$ cat src/rtl/load_store_unit.sv
// Load/store unit between an in-order core and a single-port word memory.
// Handles RISC-V B/H/W loads and stores, including read-modify-write for sub-word stores.
module load_store_unit #(
  parameter int unsigned MEM_WORDS = 1024
) (
  input  logic        clk,
  input  logic        rst,
  input  logic        req_valid,
  output logic        req_ready,
  input  logic        req_we,
  input  logic [2:0]  req_funct3,
  input  logic [31:0] req_addr,
  input  logic [31:0] req_wdata,
  output logic        resp_valid,
  output logic [31:0] resp_rdata,
  output logic        resp_err,
  output logic [31:0] mem_A,
  output logic [31:0] mem_WD,
  output logic        mem_WE,
  input  logic [31:0] mem_RD
);

  localparam int unsigned DW = 32;

  typedef enum logic [1:0] {IDLE, READ, WRITE, RESP} state_t;

  state_t        state;
  logic          we_q;
  logic [2:0]    f3_q;
  logic [DW-1:0] addr_q;
  logic [DW-1:0] wdata_q;
  logic [DW-1:0] rword_q;

  logic          req_err_c;
  logic [DW-1:0] load_data_c;
  logic [DW-1:0] merged_c;

  // Request legality: encoding, natural alignment and memory bounds.
  always_comb begin
    req_err_c = 1'b0;
    case (req_funct3)
      3'b000, 3'b001, 3'b010: req_err_c = 1'b0;
      3'b100, 3'b101:         req_err_c = req_we;
      default:                req_err_c = 1'b1;
    endcase
    if (req_funct3[1:0] == 2'b01 && req_addr[0])
      req_err_c = 1'b1;
    if (req_funct3[1:0] == 2'b10 && req_addr[1:0] != 2'b00)
      req_err_c = 1'b1;
    if ({2'b00, req_addr[31:2]} >= DW'(MEM_WORDS))
      req_err_c = 1'b1;
  end

  // Lane extraction for loads; f3_q[2] selects zero extension.
  always_comb begin
    logic [7:0]  lb;
    logic [15:0] lh;
    case (addr_q[1:0])
      2'b00:   lb = mem_RD[7:0];
      2'b01:   lb = mem_RD[15:8];
      2'b10:   lb = mem_RD[23:16];
      default: lb = mem_RD[31:24];
    endcase
    lh = addr_q[1] ? mem_RD[31:16] : mem_RD[15:0];
    case (f3_q[1:0])
      2'b00:   load_data_c = {{24{lb[7] & ~f3_q[2]}}, lb};
      2'b01:   load_data_c = {{16{lh[15] & ~f3_q[2]}}, lh};
      default: load_data_c = mem_RD;
    endcase
  end

  // Store word: sub-word stores patch the word captured in READ.
  always_comb begin
    merged_c = rword_q;
    case (f3_q[1:0])
      2'b00: begin
        case (addr_q[1:0])
          2'b00:   merged_c[7:0]   = wdata_q[7:0];
          2'b01:   merged_c[15:8]  = wdata_q[7:0];
          2'b10:   merged_c[23:16] = wdata_q[7:0];
          default: merged_c[31:24] = wdata_q[7:0];
        endcase
      end
      2'b01: begin
        if (addr_q[1]) merged_c[31:16] = wdata_q[15:0];
        else           merged_c[15:0]  = wdata_q[15:0];
      end
      default: merged_c = wdata_q;
    endcase
  end

  // Memory port decodes straight from state; reset gates it off in the same cycle.
  assign req_ready = (state == IDLE);
  assign mem_WE    = rst && (state == WRITE);
  assign mem_A     = (rst && (state == READ || state == WRITE)) ? {2'b00, addr_q[31:2]} : '0;
  assign mem_WD    = mem_WE ? merged_c : '0;

  always_ff @(posedge clk) begin
    if (!rst) begin
      state      <= IDLE;
      resp_valid <= 1'b0;
      resp_rdata <= '0;
      resp_err   <= 1'b0;
      we_q       <= 1'b0;
      f3_q       <= '0;
      addr_q     <= '0;
      wdata_q    <= '0;
      rword_q    <= '0;
    end else begin
      resp_valid <= 1'b0;
      case (state)
        IDLE: begin
          if (req_valid) begin
            we_q    <= req_we;
            f3_q    <= req_funct3;
            addr_q  <= req_addr;
            wdata_q <= req_wdata;
            if (req_err_c) begin
              state      <= RESP;
              resp_valid <= 1'b1;
              resp_rdata <= '0;
              resp_err   <= 1'b1;
            end else if (req_we && req_funct3[1:0] == 2'b10) begin
              state <= WRITE;
            end else begin
              state <= READ;
            end
          end
        end
        READ: begin
          if (we_q) begin
            rword_q <= mem_RD;
            state   <= WRITE;
          end else begin
            state      <= RESP;
            resp_valid <= 1'b1;
            resp_rdata <= load_data_c;
            resp_err   <= 1'b0;
          end
        end
        WRITE: begin
          state      <= RESP;
          resp_valid <= 1'b1;
          resp_rdata <= '0;
          resp_err   <= 1'b0;
        end
        default: state <= IDLE;
      endcase
    end
  end

endmodule

$ cat config.mk
export PLATFORM = sky130hd
export DESIGN_NAME = load_store_unit
export DESIGN_NICKNAME = d
export VERILOG_FILES = /design/src/rtl/load_store_unit.sv
export SDC_FILE = /design/constraint.sdc
export NUM_CORES = 1
export LEC_CHECK = 0
export ABC_AREA = 1
export CORE_MARGIN = 2
export CORE_UTILIZATION = 50
export CTS_BUF_LIST = sky130_fd_sc_hd__clkbuf_2
export CTS_CLUSTER_DIAMETER = 40
export CTS_CLUSTER_SIZE = 20
export DETAILED_ROUTE_END_ITERATION = 16
export GPL_TIMING_DRIVEN = 0
export PLACE_DENSITY_LB_ADDON = 0.1
export RECOVER_POWER = 100
export SETUP_SLACK_MARGIN = 0.5
export SLEW_MARGIN = 25
export SYNTH_ARGS = -nofsm -noshare
export SYNTH_HDL_FRONTEND = slang
export SYNTH_SLANG_ARGS = --single-unit
$ cat constraint.sdc
create_clock -name clk -period 3.6 [get_ports clk]
set_input_delay 0.72 -clock clk [delete_from_list [all_inputs] [get_ports clk]]
set_output_delay 0.72 -clock clk [all_outputs]
set_load 0.02 [all_outputs]
==> results_dict.tcl, run 1 <==
set metrics [dict create \
    grt_usage_pct 30.8 \
    cp_cell_sequence "ha_1, nand2_2, inv_1, buf_4, o21ai_0, nor2_1, clkdlybuf4s25_1" \
    fmax_mhz 313 \
    row_count 43 \
    synth-seq-cells 136 \
    irDropWorstVdd_mv 0.308 \
    postSynthAreaPerCell_um2 6.54 \
    layout-drive-gt1-share_pct 9.69 \
    final_area_um2 9460 \
    arrival_ps 2470 \
    dr.pass1.iters 5 \
    synth_edf_count 0 \
    rsz0062_at_grt "yes" \
    tritoncts "done" \
    top_layer_used "met4" \
    final.setup_skew_ps 28.1 \
    postRouteAntennaNets 0 \
    fin_cells 1501 \
    setup_ws_ps 407 \
    finalPower_mw 5.75 \
    ys_types 32 \
    utilization_pct 68.4 \
    path_max_fanout 10 \
    die_x_um 123 \
    grt_pass1_vias 7230 \
    wl_met3_mm 2.40 \
    overflow 0 \
    gp_congestion 0.966 \
    seq_area_frac_synth_pct 38.5 \
    end_kind "primary output" \
    period_share_pct 88.7 \
    core-area_um2 13800 \
    clock_path_buffers 2 \
    dp_slack_ps -334 \
    cp_slowest_cell "dfxtp_1" \
    regArea_um2 2730 \
    antenna_found_initial 0 \
    syn_to_final_growth_pct 33.8 \
    critPathMaxStageDelay_ps 440 \
    cts_buffers 17 \
    grt_max_degree 17 \
    whs_ps 465 \
    port_buffers 200 \
    status "complete, no violations" \
    num_vias 8059 \
    drc 0 \
    dp_cells 1462 \
    async_flop_share_pct 0 \
    finalWirelength_mm 23.2 \
    fillers 1332 \
    ys_warn_count 0 \
    hold_violations 0 \
    worstSkewPairLatency_ps 730 \
    drv_cap 0 \
    slew_headroom_pct 38.5 \
    ios 203 \
    cp-start-kind "flop" \
    critPathRequiredTime_ps 2880 \
    report.final.setup_viol 0 \
    multi_input_area_um2 3700 \
    drt_iter0_markers 720 \
    hold_path.class "reg -> reg" \
    clock-sinks 136 \
    start_util_pct 51.1 \
    hold_buffers 0 \
    die_h_um 123 \
    syn_area_um2 7070 \
    wl_per_cell_um 15.5 \
    synthFlopType "dfxtp_1" \
    drv_slew 0 \
    grt_pass1_wl_mm 35.7 \
    criticalPathCategory "reg -> out" \
    place.detailed.hpwl_mm 17.6 \
    fin_crit_ps 3190 \
    fin_tns_setup_ps 0 \
    layout.nets 1418 \
    viasPerCell 5.37 \
    fp.dieArea_um2 15100 \
    wl_met2_mm 10.6 \
    p_leak_nw 4.02 \
    wl_met1_mm 9.69 \
    power_density_nw_per_um2 608 \
    dpl_cell_area_um2 9300 \
    max_slew.worst_pin.slew_ps 915 \
    diodes 0 \
    clk_pin_slew_worst_paths_ps 180 \
    root_buffer "clkbuf_2" \
    htreeDepth 4 \
    synthCells 1081 \
]
layout by cell type, fill, tap and decap left out, types with 12 or more instances in the layout:
cell,instances
clkdlybuf4s50_1,101
a21boi_0,20
clkbuf_2,29
nand2_1,171
buf_4,12
inv_1,108
o21ai_0,140
nor2_1,221
dfxtp_1,133
a21oi_1,104
dlygate4sd3_1,35
or2_2,13
clkbuf_1,77
nand3_1,20
repair_timing:
action                     in CTS  in global routing
buffers inserted                8                  0
setup endpoints to repair      63                 61
pin swaps                       9                  6
gates cloned                    1                  0
resized for setup             190                105
sequential cells by signal, summed over array words and instances, names as in the netlist:
signal / count
state: 2
resp_rdata: 32
resp_valid: 1
we_q: 1
wdata_q: 32
rword_q: 32
resp_err: 1
f3_q: 3
addr_q: 32
where the power goes:
part | leakage (nW) | internal, mW | switching, mW
clock | 0.134 | 0.306 | 0.550
sequential | 1.12 | 1.84 | 0.206
combinational | 2.77 | 0.998 | 1.85
total | 4.02 | 3.15 | 2.60
cell usage after synthesis, drive strengths merged (2+ instances only):
| cell type | instances | area share [%] |
|---|---|---|
| a21boi | 24 | 2.5 |
| o21ai | 147 | 10 |
| nor2 | 230 | 13 |
| or2 | 13 | 1.2 |
| clkbuf | 53 | 2.8 |
| a221oi | 6 | 0.74 |
| clkinv | 2 | 0.11 |
| o211ai | 9 | 0.96 |
| a22oi | 2 | 0.21 |
| nand2 | 175 | 9.4 |
| a21oi | 105 | 7.6 |
| o2111ai | 10 | 1.2 |
| dfxtp | 136 | 39 |
| buf | 13 | 1.3 |
| a31oi | 7 | 0.62 |
| ha | 5 | 0.89 |
| inv | 116 | 6.2 |
| nand3 | 24 | 2.3 |
critical path: cells and delay by family, from the launching register on:
kind            cells  cell delay, ps
compound gates      1             130
fa+ha+maj           1             220
flops               1             440
simple gates        2             280
buf+inv             3             680
routing by layer:
metal	GRT usage, %	up-vias
met5	0	-
met4	9.84	0
met3	8.30	48
met2	50.1	380
met1	39.8	3680
li1	-	3951
cell type report:
| cell class | instances | area share [%] |
|---|---|---|
| buffer | 66 | 3.94 |
| clock buffer | 19 | 1.01 |
| clock inverter | 11 | 1.15 |
| inverter | 118 | 4.72 |
| multi-input combinational | 763 | 39.1 |
| sequential | 136 | 28.9 |
| tap | 180 | 2.38 |
| timing repair buffer | 208 | 18.8 |
cells by family after synthesis:
family / count (synthesis) / synth area share (%)
flip-flops: 136 / 38.5
buffers and inverters: 184 / 10.4
adder cells (fa/ha/maj): 5 / 0.885
AO/OA/AOI/OAI: 311 / 24.4
AND/OR/NAND/NOR: 444 / 25.7
other: 1 / 0.0531
worst paths after layout:
kind	startpoint	endpoint	slack [ps]	cells after the start
max	state[1]	mem_WD[1]	410	7
min	addr_q[14]	addr_q[14]	460	2
max reg2reg	state[1]	resp_rdata[21]	600	10
min reg2reg	addr_q[14]	addr_q[14]	460	2
(Power assumes the default switching activity.)
==> run 2, diff against run 1 <==
--- a/config.mk
+++ b/config.mk
@@ -5,7 +5,7 @@
 export SDC_FILE = /design/constraint.sdc
 export NUM_CORES = 1
 export LEC_CHECK = 0
-export ABC_AREA = 1
+export ABC_CLOCK_PERIOD_IN_PS = 3600
 export CORE_MARGIN = 2
 export CORE_UTILIZATION = 50
 export CTS_BUF_LIST = sky130_fd_sc_hd__clkbuf_2
==> run 2 against run 1 <==
  * Core utilization rose by 0.91 points
  * Die area fell by 1.0%
  * Clock skew fell by 5.6 ps
  * Critical path depth fell by 1
  * Worst hold slack improved by 5.6 ps
  * Global-route usage fell by 0.54 points
  * Highest routed layer unchanged
==> results_dict.tcl, run 2 <==
set metrics [dict create \
    status "complete, no violations" \
    criticalPathCategory "in -> out" \
    syn_area_um2 6990 \
    sw_frac_of_total_pct 42.0 \
    reg2reg_to "resp_rdata[9]" \
    syn_to_final_growth_pct 36.5 \
    cp-start-kind "input port" \
    row_count 43 \
    rsz0062_at_grt "yes" \
    grt_pass1_wl_mm 34.7 \
    tritoncts "done" \
    irDropWorstVdd_mv 0.390 \
    synth_edf_count 0 \
    hold_path.class "reg -> reg" \
    power_density_nw_per_um2 530 \
    num_vias 7379 \
    switchingPower_mw 2.12 \
    combinationalPowerShare_pct 44.4 \
    slew_headroom_pct 8.73 \
    ios 203 \
    p_leak_nw 3.76 \
    seq_area_frac_synth_pct 38.9 \
    fin_crit_ps 3310 \
    r2r_slack_ps 540 \
    mostFrequentLayoutCell "nand2_1" \
    fmax_mhz 302 \
    setup_ws_ps 289 \
    p_int_mw 2.94 \
    power_frac_seq_pct 37.8 \
    finalWirelength_mm 23.5 \
    fp.dieArea_um2 14900 \
    hold_violations 0 \
    period_share_pct 92.0 \
    antenna_found_initial 0 \
    startpoint "rst" \
    drc 0 \
    report.final.setup_viol 0 \
    dr.pass1.iters 6 \
    worst_r2r_path_depth 8 \
    start_util_pct 50.8 \
    diodes 0 \
    drt_iter0_markers 724 \
    most-common-layout-cells "276 x nand2_1, 133 x dfxtp_1, 101 x a21boi_0, 101 x clkdlybuf4s50_1, 90 x clkbuf_1" \
    async_flop_share_pct 0 \
    finalPower_mw 5.06 \
    yosysMostFrequentCell "nand2_1" \
    hold_buffers 0 \
    postRouteAntennaNets 0 \
    grt_pass1_vias 6561 \
    final.setup_skew_ps 22.5 \
    worstHoldStart "resp_rdata[11]" \
    die_x_um 122 \
    grt_usage_pct 30.3 \
    die_h_um 122 \
    arrival_ps 2590 \
    drv_cap 0 \
    layout.nets 1224 \
    path_max_fanout 10 \
    overflow 0 \
    max_slew.worst_pin.slew_ps 1360 \
    critPathRequiredTime_ps 2880 \
    clk_pin_slew_worst_paths_ps 190 \
    drv_slew 0 \
    hold_path_end "resp_rdata[11]" \
    place.detailed.hpwl_mm 17.3 \
    port_buffers 200 \
    ys_types 53 \
    ys_warn_count 0 \
    postSynthAreaPerCell_um2 7.97 \
    cts_buffers 17 \
    htreeDepth 4 \
    pwr-share-clk_pct 17.8 \
    worstReg2RegStart "state[1]" \
    gp_congestion 0.919 \
    yosys-top-cells-count "281 x nand2_1, 136 x dfxtp_1, 101 x a21boi_0" \
    synth.area.top_cells "dfxtp_1 39%, nand2_1 15%, a21boi_0 11%" \
    synthFlopType "dfxtp_1" \
    synthCells 877 \
    end_kind "primary output" \
    synth_top_cell_by_area "dfxtp_1" \
    grt_max_degree 17 \
    dp_slack_ps -549 \
    worstSkewPairLatency_ps 740 \
    wl_per_cell_um 18.0 \
    whs_path_depth 2 \
    root_buffer "clkbuf_2" \
    viasPerCell 5.64 \
    core-area_um2 13800 \
    yosysTopAreaCellShare_pct 38.9 \
    layout-drive-gt1-share_pct 12.9 \
    clock_path_buffers 2 \
    clock-sinks 136 \
    synth-seq-cells 136 \
]
-- run 2: cell count changes in the layout (fill, tap and decap cells not counted), sizes merged, moves of 26 or more --
cell	before	now
a21boi	24	101
a21oi	105	14
and3	0	31
buf	29	55
inv	116	5
mux2i	0	35
nand2	175	282
nor2	230	36
o21ai	147	19
-- run 2: logic make-up (layout without fill, tap and decap cells) --
kind of cell / after synthesis / after routing / synth area share [%]
adder cells (fa/ha/maj): 5 / 5 / 0.895
AND/OR/NAND/NOR: 389 / 389 / 23.2
multiplexers: 46 / 46 / 6.94
AO/OA/AOI/OAI: 215 / 215 / 24.1
other: 1 / 2 / 0.0536
flip-flops: 136 / 136 / 38.9
buffers and inverters: 85 / 335 / 5.85
-- run 2: worst max path at each step --
| stage | to | slack (ps) | cells past startpoint |
|---|---|---|---|
| after floorplan | mem_WD[19] | 980 | 4 |
| after CTS | mem_WE | 370 | 6 |
| after detailed placement | mem_WD[21] | -550 | 6 |
| after global placement | mem_WD[23] | -500 | 6 |
| final | mem_WD[28] | 290 | 6 |
| after global routing | mem_WD[28] | 190 | 6 |
-- run 2: power by group through the flow --
stage | combinational [mW] | sequential (mW) | clock (mW)
after floorplan | 1.32 | 1.97 | 0
after global placement | 2.11 | 1.94 | 0
after detailed placement | 2.13 | 1.94 | 0
after CTS | 2.20 | 1.91 | 0.905
after global routing | 2.42 | 1.94 | 0.981
final | 2.25 | 1.91 | 0.900
-- run 2: what timing repair did --
item,in CTS,in global routing
cloned,0,0
endpoints found under the setup margin,63,62
gates resized for setup,214,138
hold endpoints to repair,0,0
buffers inserted,5,14
pin swaps,11,11
-- run 2: area by class of cell --
class	instances	area, um^2
Buffer	79	453
Clock buffer	18	90.1
Fill cell	1241	4230
Tap cell	180	225
Clock inverter	13	133
Timing Repair Buffer	219	1850
Sequential cell	136	2730
Multi-Input combinational cell	657	4030
Inverter	6	35.0
-- run 2: metal layers --
metal	vias to the layer above	global-route usage [%]	wire length, um
li1	3533	-	-
met1	3400	40.0	9890
met2	392	48.7	10900
met3	54	7.57	2220
met4	0	9.34	521
met5	-	0	0
-- run 2: stage by stage --
stage	utilization (%)	area, um^2	instances	hold WS (ps)	TNS, ps
6_report	69.3	9540	1308	470	0
4_1_cts	69.4	9560	1294	471	0
5_1_grt	69.3	9540	1308	463	0
3_3_place_gp	67.0	9220	1258	445	-11690
3_5_place_dp	67.0	9220	1258	448	-13140
2_1_floorplan	-	7000	878	439	0
-- run 2: worst max-delay path, stage by stage --
cell	delay [ps]
dlygate4sd3_1	600
buf_6	190
nand2_1	210
clkbuf_2	310
nor3_2	270
clkdlybuf4s15_2	290
